==> config.mk <==
export PLATFORM = sky130hd
export DESIGN_NAME = reg_file_sb
export DESIGN_NICKNAME = d
export VERILOG_FILES = /design/src/rtl/rf_pkg.sv /design/src/rtl/reg_pend_counter.sv /design/src/rtl/reg_file_sb.sv
export SDC_FILE = /design/constraint.sdc
export NUM_CORES = 2
export LEC_CHECK = 0
export ABC_CLOCK_PERIOD_IN_PS = 3100
export BUFFER_PORTS_ARGS = -buffer_cell sky130_fd_sc_hd__buf_2
export CAP_MARGIN = 20
export CORE_AREA = 2 2 515 363
export CTS_CLUSTER_SIZE = 16
export DETAILED_ROUTE_END_ITERATION = 10
export DIE_AREA = 0 0 517 365
export SYNTH_ARGS = -nofsm -noshare
export SYNTH_HDL_FRONTEND = slang
export SYNTH_SLANG_ARGS = --single-unit
==> constraint.sdc <==
create_clock -name clk -period 3.1 [get_ports clk]
set_input_delay 0 -clock clk [delete_from_list [all_inputs] [get_ports clk]]
set_output_delay 0 -clock clk [all_outputs]
set_load 0.02 [all_outputs]
==> src/rtl/rf_pkg.sv <==
// rf_pkg: shared defaults and address-validity helper for the register file
package rf_pkg;
    localparam int XLEN_DEF = 32;
    localparam int NREG_DEF = 32;
    localparam int NRD_DEF  = 2;
    localparam int PW_DEF   = 2;

    // Register 0 is hardwired to zero and addresses past NREG do not exist.
    function automatic logic rf_addr_ok(input logic [31:0] addr, input int unsigned nreg = NREG_DEF);
        return (addr != 32'd0) && (addr < nreg);
    endfunction
endpackage

==> src/rtl/reg_pend_counter.sv <==
// reg_pend_counter: saturating pending-writer counter for one register
module reg_pend_counter #(
    parameter int PW = 2
) (
    input  logic          clk,
    input  logic          rst,
    input  logic          inc,
    input  logic          dec,
    output logic [PW-1:0] count,
    output logic          busy,
    output logic          full,
    output logic          underflow
);
    assign busy      = |count;
    assign full      = &count;
    assign underflow = dec && !inc && !busy;

    // Simultaneous inc and dec cancel, including at zero.
    always_ff @(posedge clk or negedge rst)
        if (!rst)
            count <= '0;
        else if (inc && !dec && !full)
            count <= count + PW'(1);
        else if (dec && !inc && busy)
            count <= count - PW'(1);
endmodule

==> src/rtl/reg_file_sb.sv <==
// reg_file_sb: multi-port register file with write-through bypass, x0 = 0,
// and a per-register pending-writer scoreboard for RAW hazard detection.
module reg_file_sb
    import rf_pkg::*;
#(
    parameter int XLEN = XLEN_DEF,
    parameter int NREG = NREG_DEF,
    parameter int AW   = $clog2(NREG),
    parameter int NRD  = NRD_DEF,
    parameter int PW   = PW_DEF
) (
    input  logic                clk,
    input  logic                rst,
    input  logic [NRD*AW-1:0]   rd_addr,
    output logic [NRD*XLEN-1:0] rd_data,
    output logic [NRD-1:0]      rd_busy,
    input  logic                wr_en,
    input  logic [AW-1:0]       wr_addr,
    input  logic [XLEN-1:0]     wr_data,
    input  logic                iss_en,
    input  logic [AW-1:0]       iss_addr,
    output logic                iss_stall,
    output logic                wb_err
);
    // Arrays span the full address space so any address indexes safely;
    // slots 0 and >= NREG are constant zero.
    localparam int NSLOT = 2 ** AW;

    logic [XLEN-1:0]  regs [NSLOT];
    logic [PW-1:0]    cnt  [NSLOT];
    logic [NSLOT-1:0] busy_v;
    logic [NSLOT-1:0] full_v;
    logic [NSLOT-1:0] uf_v;
    logic             wr_ok;
    logic             iss_ok;
    logic             iss_acc;

    assign wr_ok     = wr_en && rf_addr_ok(32'(wr_addr), NREG);
    assign iss_ok    = iss_en && rf_addr_ok(32'(iss_addr), NREG);
    assign iss_stall = rst && iss_ok && full_v[iss_addr] && !(wr_en && wr_addr == iss_addr);
    assign iss_acc   = iss_ok && !iss_stall;

    always_ff @(posedge clk or negedge rst)
        if (!rst)
            for (int k = 0; k < NSLOT; k++) regs[k] <= '0;
        else if (wr_ok)
            regs[wr_addr] <= wr_data;

    always_ff @(posedge clk or negedge rst)
        if (!rst)
            wb_err <= 1'b0;
        else if (|uf_v)
            wb_err <= 1'b1;

    for (genvar r = 0; r < NSLOT; r++) begin : g_slot
        if (r == 0 || r >= NREG) begin : g_none
            assign cnt[r]    = '0;
            assign busy_v[r] = 1'b0;
            assign full_v[r] = 1'b0;
            assign uf_v[r]   = 1'b0;
        end else begin : g_cnt
            reg_pend_counter #(.PW(PW)) u_cnt (
                .clk       (clk),
                .rst       (rst),
                .inc       (iss_acc && iss_addr == AW'(r)),
                .dec       (wr_en && wr_addr == AW'(r)),
                .count     (cnt[r]),
                .busy      (busy_v[r]),
                .full      (full_v[r]),
                .underflow (uf_v[r])
            );
        end
    end

    for (genvar i = 0; i < NRD; i++) begin : g_rd
        logic [AW-1:0] ra;
        logic          ok;
        logic          hit;
        assign ra  = rd_addr[i*AW +: AW];
        assign ok  = rf_addr_ok(32'(ra), NREG);
        assign hit = wr_en && wr_addr == ra;
        assign rd_data[i*XLEN +: XLEN] = (rst && ok) ? (hit ? wr_data : regs[ra]) : '0;
        // A same-cycle writeback retires one pending writer before it is seen.
        assign rd_busy[i] = rst && ok && busy_v[ra] && !(hit && cnt[ra] == PW'(1));
    end
endmodule

==> flow_summary.json <==
{
  "clk_pin_slew_ps": 70,
  "ir_drop_mv": 0.423,
  "dr.first_iter.drc_count": 4724,
  "period_needed_ps": 3040,
  "outcome": "complete, no violations",
  "grt-ovfl-total": 0,
  "antenna_found_initial": 6,
  "cap_viol_max_count": 0,
  "crit_required_ps": 3100,
  "worst_pin_slew_ps": 993,
  "core_area_sq_um": 184000,
  "wl_per_cell_microns": 28.1,
  "critPathTopFamily": "compound AO/OA/AOI/OAI gates",
  "synth_top_area_share_pct": 45.0,
  "most-common-layout-cells": "dfrtp_1 (1,087), mux2_2 (805), mux4_2 (654)",
  "hold_viol": 0,
  "grt_setup_unrepaired": "no",
  "async_reset_ff_share_pct": 100,
  "synth_cell_types": 80,
  "clkLatencyLatePin_ps": 730,
  "htreeDepth": 3,
  "synth_compound_area_share_pct": 3.78,
  "synth_top_family_by_area": "multiplexers",
  "synth_area_leaders": "dfrtp_1 (45%), mux4_2 (24%), mux2_2 (15%)",
  "power_density_nw_per_um2": 618,
  "via_count": 41042,
  "synthMuxAreaShare_pct": 40.5,
  "slowest_stage": "mux4_2",
  "synth_nets": 4528,
  "io_buffers": 123,
  "hold_path_class": "in -> async",
  "start_kind": "flip-flop",
  "grtUsageTotal_pct": 21.0,
  "syn_avg_cell_area_sq_um": 13.5,
  "grt_max_degree": 163,
  "hpwl_microns": 119000,
  "initial_core_util_pct": 32.8,
  "die-height_microns": 365,
  "arrival_ps": 3040,
  "area_growth_pct": 14.4,
  "synth_xor_area_share_pct": 0.218,
  "synth_fa_ha_area_share_pct": 0,
  "critPathMaxFanout": 9,
  "drc": 0,
  "routed_wl_microns": 198000,
  "ys_seq_area_share_pct": 45.0,
  "postCtsSetupRepairBufs": 0,
  "fin_nets": 4547,
  "cp-end-kind": "output pin",
  "maxSlewViolCount": 0,
  "cts.sinks": 1087,
  "avgViaCountPerCell": 5.81,
  "cts-root-buf": "clkbuf_16",
  "synth_edf_count": 0,
  "critPathKind": "reg -> out",
  "final_cells": 7062,
  "syn_inst": 4472,
  "grt_pass1_vias": 41254,
  "ys.flop_type": "dfrtp_1",
  "die-width_microns": 517,
  "dr.pass1.iters": 6,
  "skew_ps": 11.7,
  "synth_simple_gate_area_share_pct": 7.07,
  "slowest_delay_ps": 500,
  "finalSetupViolations": 0,
  "synth.cell_area_sq_um": 60400,
  "fmax_mhz": 329,
  "crit_buf_inv": 1,
  "relSlewSlack_pct": 33.6,
  "holdWs_ps": 13.6,
  "synth_top_area_cell": "dfrtp_1",
  "final_common_cell": "dfrtp_1",
  "p_leak_nw": 29.4,
  "clockBufferDepth": 3,
  "period_share_pct": 98.2,
  "fin_tns_setup_ps": 0,
  "n_fill_cell": 17268,
  "die_area_sq_um": 189000,
  "ant_nets": 0,
  "yosys_warnings": 0,
  "path_cells": "nor2_1 -> mux4_2 -> a211oi_1 -> o31ai_1 -> a31oi_1 -> o21a_1 -> buf_2",
  "placementRows": 132,
  "ys_ff_latch": 1087,
  "dp.cells": 6825,
  "ios": 124,
  "place_congestion": 0.888,
  "layout-drive-gt1-share_pct": 45.1,
  "grt_pass1_wl_microns": 294000,
  "cts_buffers": 107,
  "cts_tree": "done"
}
==> cells in the mapped netlist (15+ instances only) <==
master and count:
mux2_2 805, a21oi_1 49, clkbuf_1 348, nor4_1 16, nor2_1 150, o21ai_0 72, dfrtp_1 1087, buf_2 62
a211oi_1 81, nor3_1 49, inv_1 34, mux2i_1 67, buf_1 53, o211ai_1 17, o21ai_1 15, nand2_1 660
mux4_2 654, a31oi_1 15
==> report_power, final <==
part	switching (mW)	internal, mW
combinational	3.93	5.49
clock	6.07	8.20
sequential	2.12	16.9
total	12.1	30.6
==> area by class of cell <==
cell class                      count  area (sq um)  area share, %
Multi-Input combinational cell   2874         31400           45.5
Timing Repair Buffer              385          3460           5.01
Antenna cell                        1          2.50        0.00362
Clock buffer                      147          3030           4.38
Clock inverter                     53           742           1.07
Inverter                           36           135          0.196
Tap cell                         2479          3100           4.49
Sequential cell                  1087         27200           39.4
==> timing repair <==
| item | 4_1_cts | 5_1_grt |
|---|---|---|
| gates resized for setup | 0 | 4 |
| endpoints found under the hold margin | 1169 | 0 |
| hold buffers | 36 | 0 |
| setup endpoints to repair | 0 | 1 |
==> worst reg2reg max path, cell delays in order (launching register included) <==
cell,delay [ps]
dfrtp_1,500
nand2_1,100
mux4_2,480
a32o_2,290
nor3_4,160
buf_4,300
or3_1,230
nand2_1,160
and3b_1,220
a211o_1,260
==> stage by stage <==
stage | util, % | worst slack (ps) | cell area [sq um] | power (mW)
after floorplan | - | 724 | 60400 | 25.4
after global placement | 35.3 | 177 | 64900 | 28.1
after detailed placement | 35.3 | 297 | 64900 | 28.5
after CTS | 37.5 | 71.5 | 69100 | 42.9
after global routing | 37.6 | 18.9 | 69100 | 44.6
final | 37.6 | 56.4 | 69100 | 42.7
==> logic make-up after synthesis <==
group | count (synthesis)
buffers and inverters | 511
and+or+nand+nor | 1001
muxes | 1526
DFF | 1087
xor gates and xnor gates | 15
AOI/OAI and AO/OA | 332
==> registers in the layout (all words and copies together), names as in the netlist <==
register and count:
wb_err 1, regs 1024, g_slot.g_cnt.u_cnt.count 62
==> path summary, 6_finish.rpt <==
kind | slack, ps | to | depth (start not counted) | startpoint
min | 10 | regs[818] | 3 | rst
max in group asynchronous | 1750 | regs[762] | 4 | rst
max | 60 | rd_busy[0] | 7 | g_slot[23].g_cnt.u_cnt.count[0]
min reg2reg | 400 | regs[1021] | 0 | regs[1021]
max reg2reg | 290 | g_slot[12].g_cnt.u_cnt.count[0] | 9 | g_slot[10].g_cnt.u_cnt.count[1]
min in group clk | 60 | g_slot[28].g_cnt.u_cnt.count[0] | 5 | iss_addr[2]
==> routing by layer <==
| layer | up-vias | routed length (microns) | part of all wire (%) | global-route usage (%) |
|---|---|---|---|---|
| met5 | - | 0 | 0 | 0 |
| met4 | 0 | 5340 | 2.7 | 5.75 |
| met3 | 327 | 15800 | 8.0 | 4.13 |
| met2 | 1785 | 93300 | 47 | 33.4 |
| met1 | 22046 | 83700 | 42 | 29.3 |
| li1 | 16884 | - | - | - |
No activity file was read; power rests on OpenSTA's default activity.
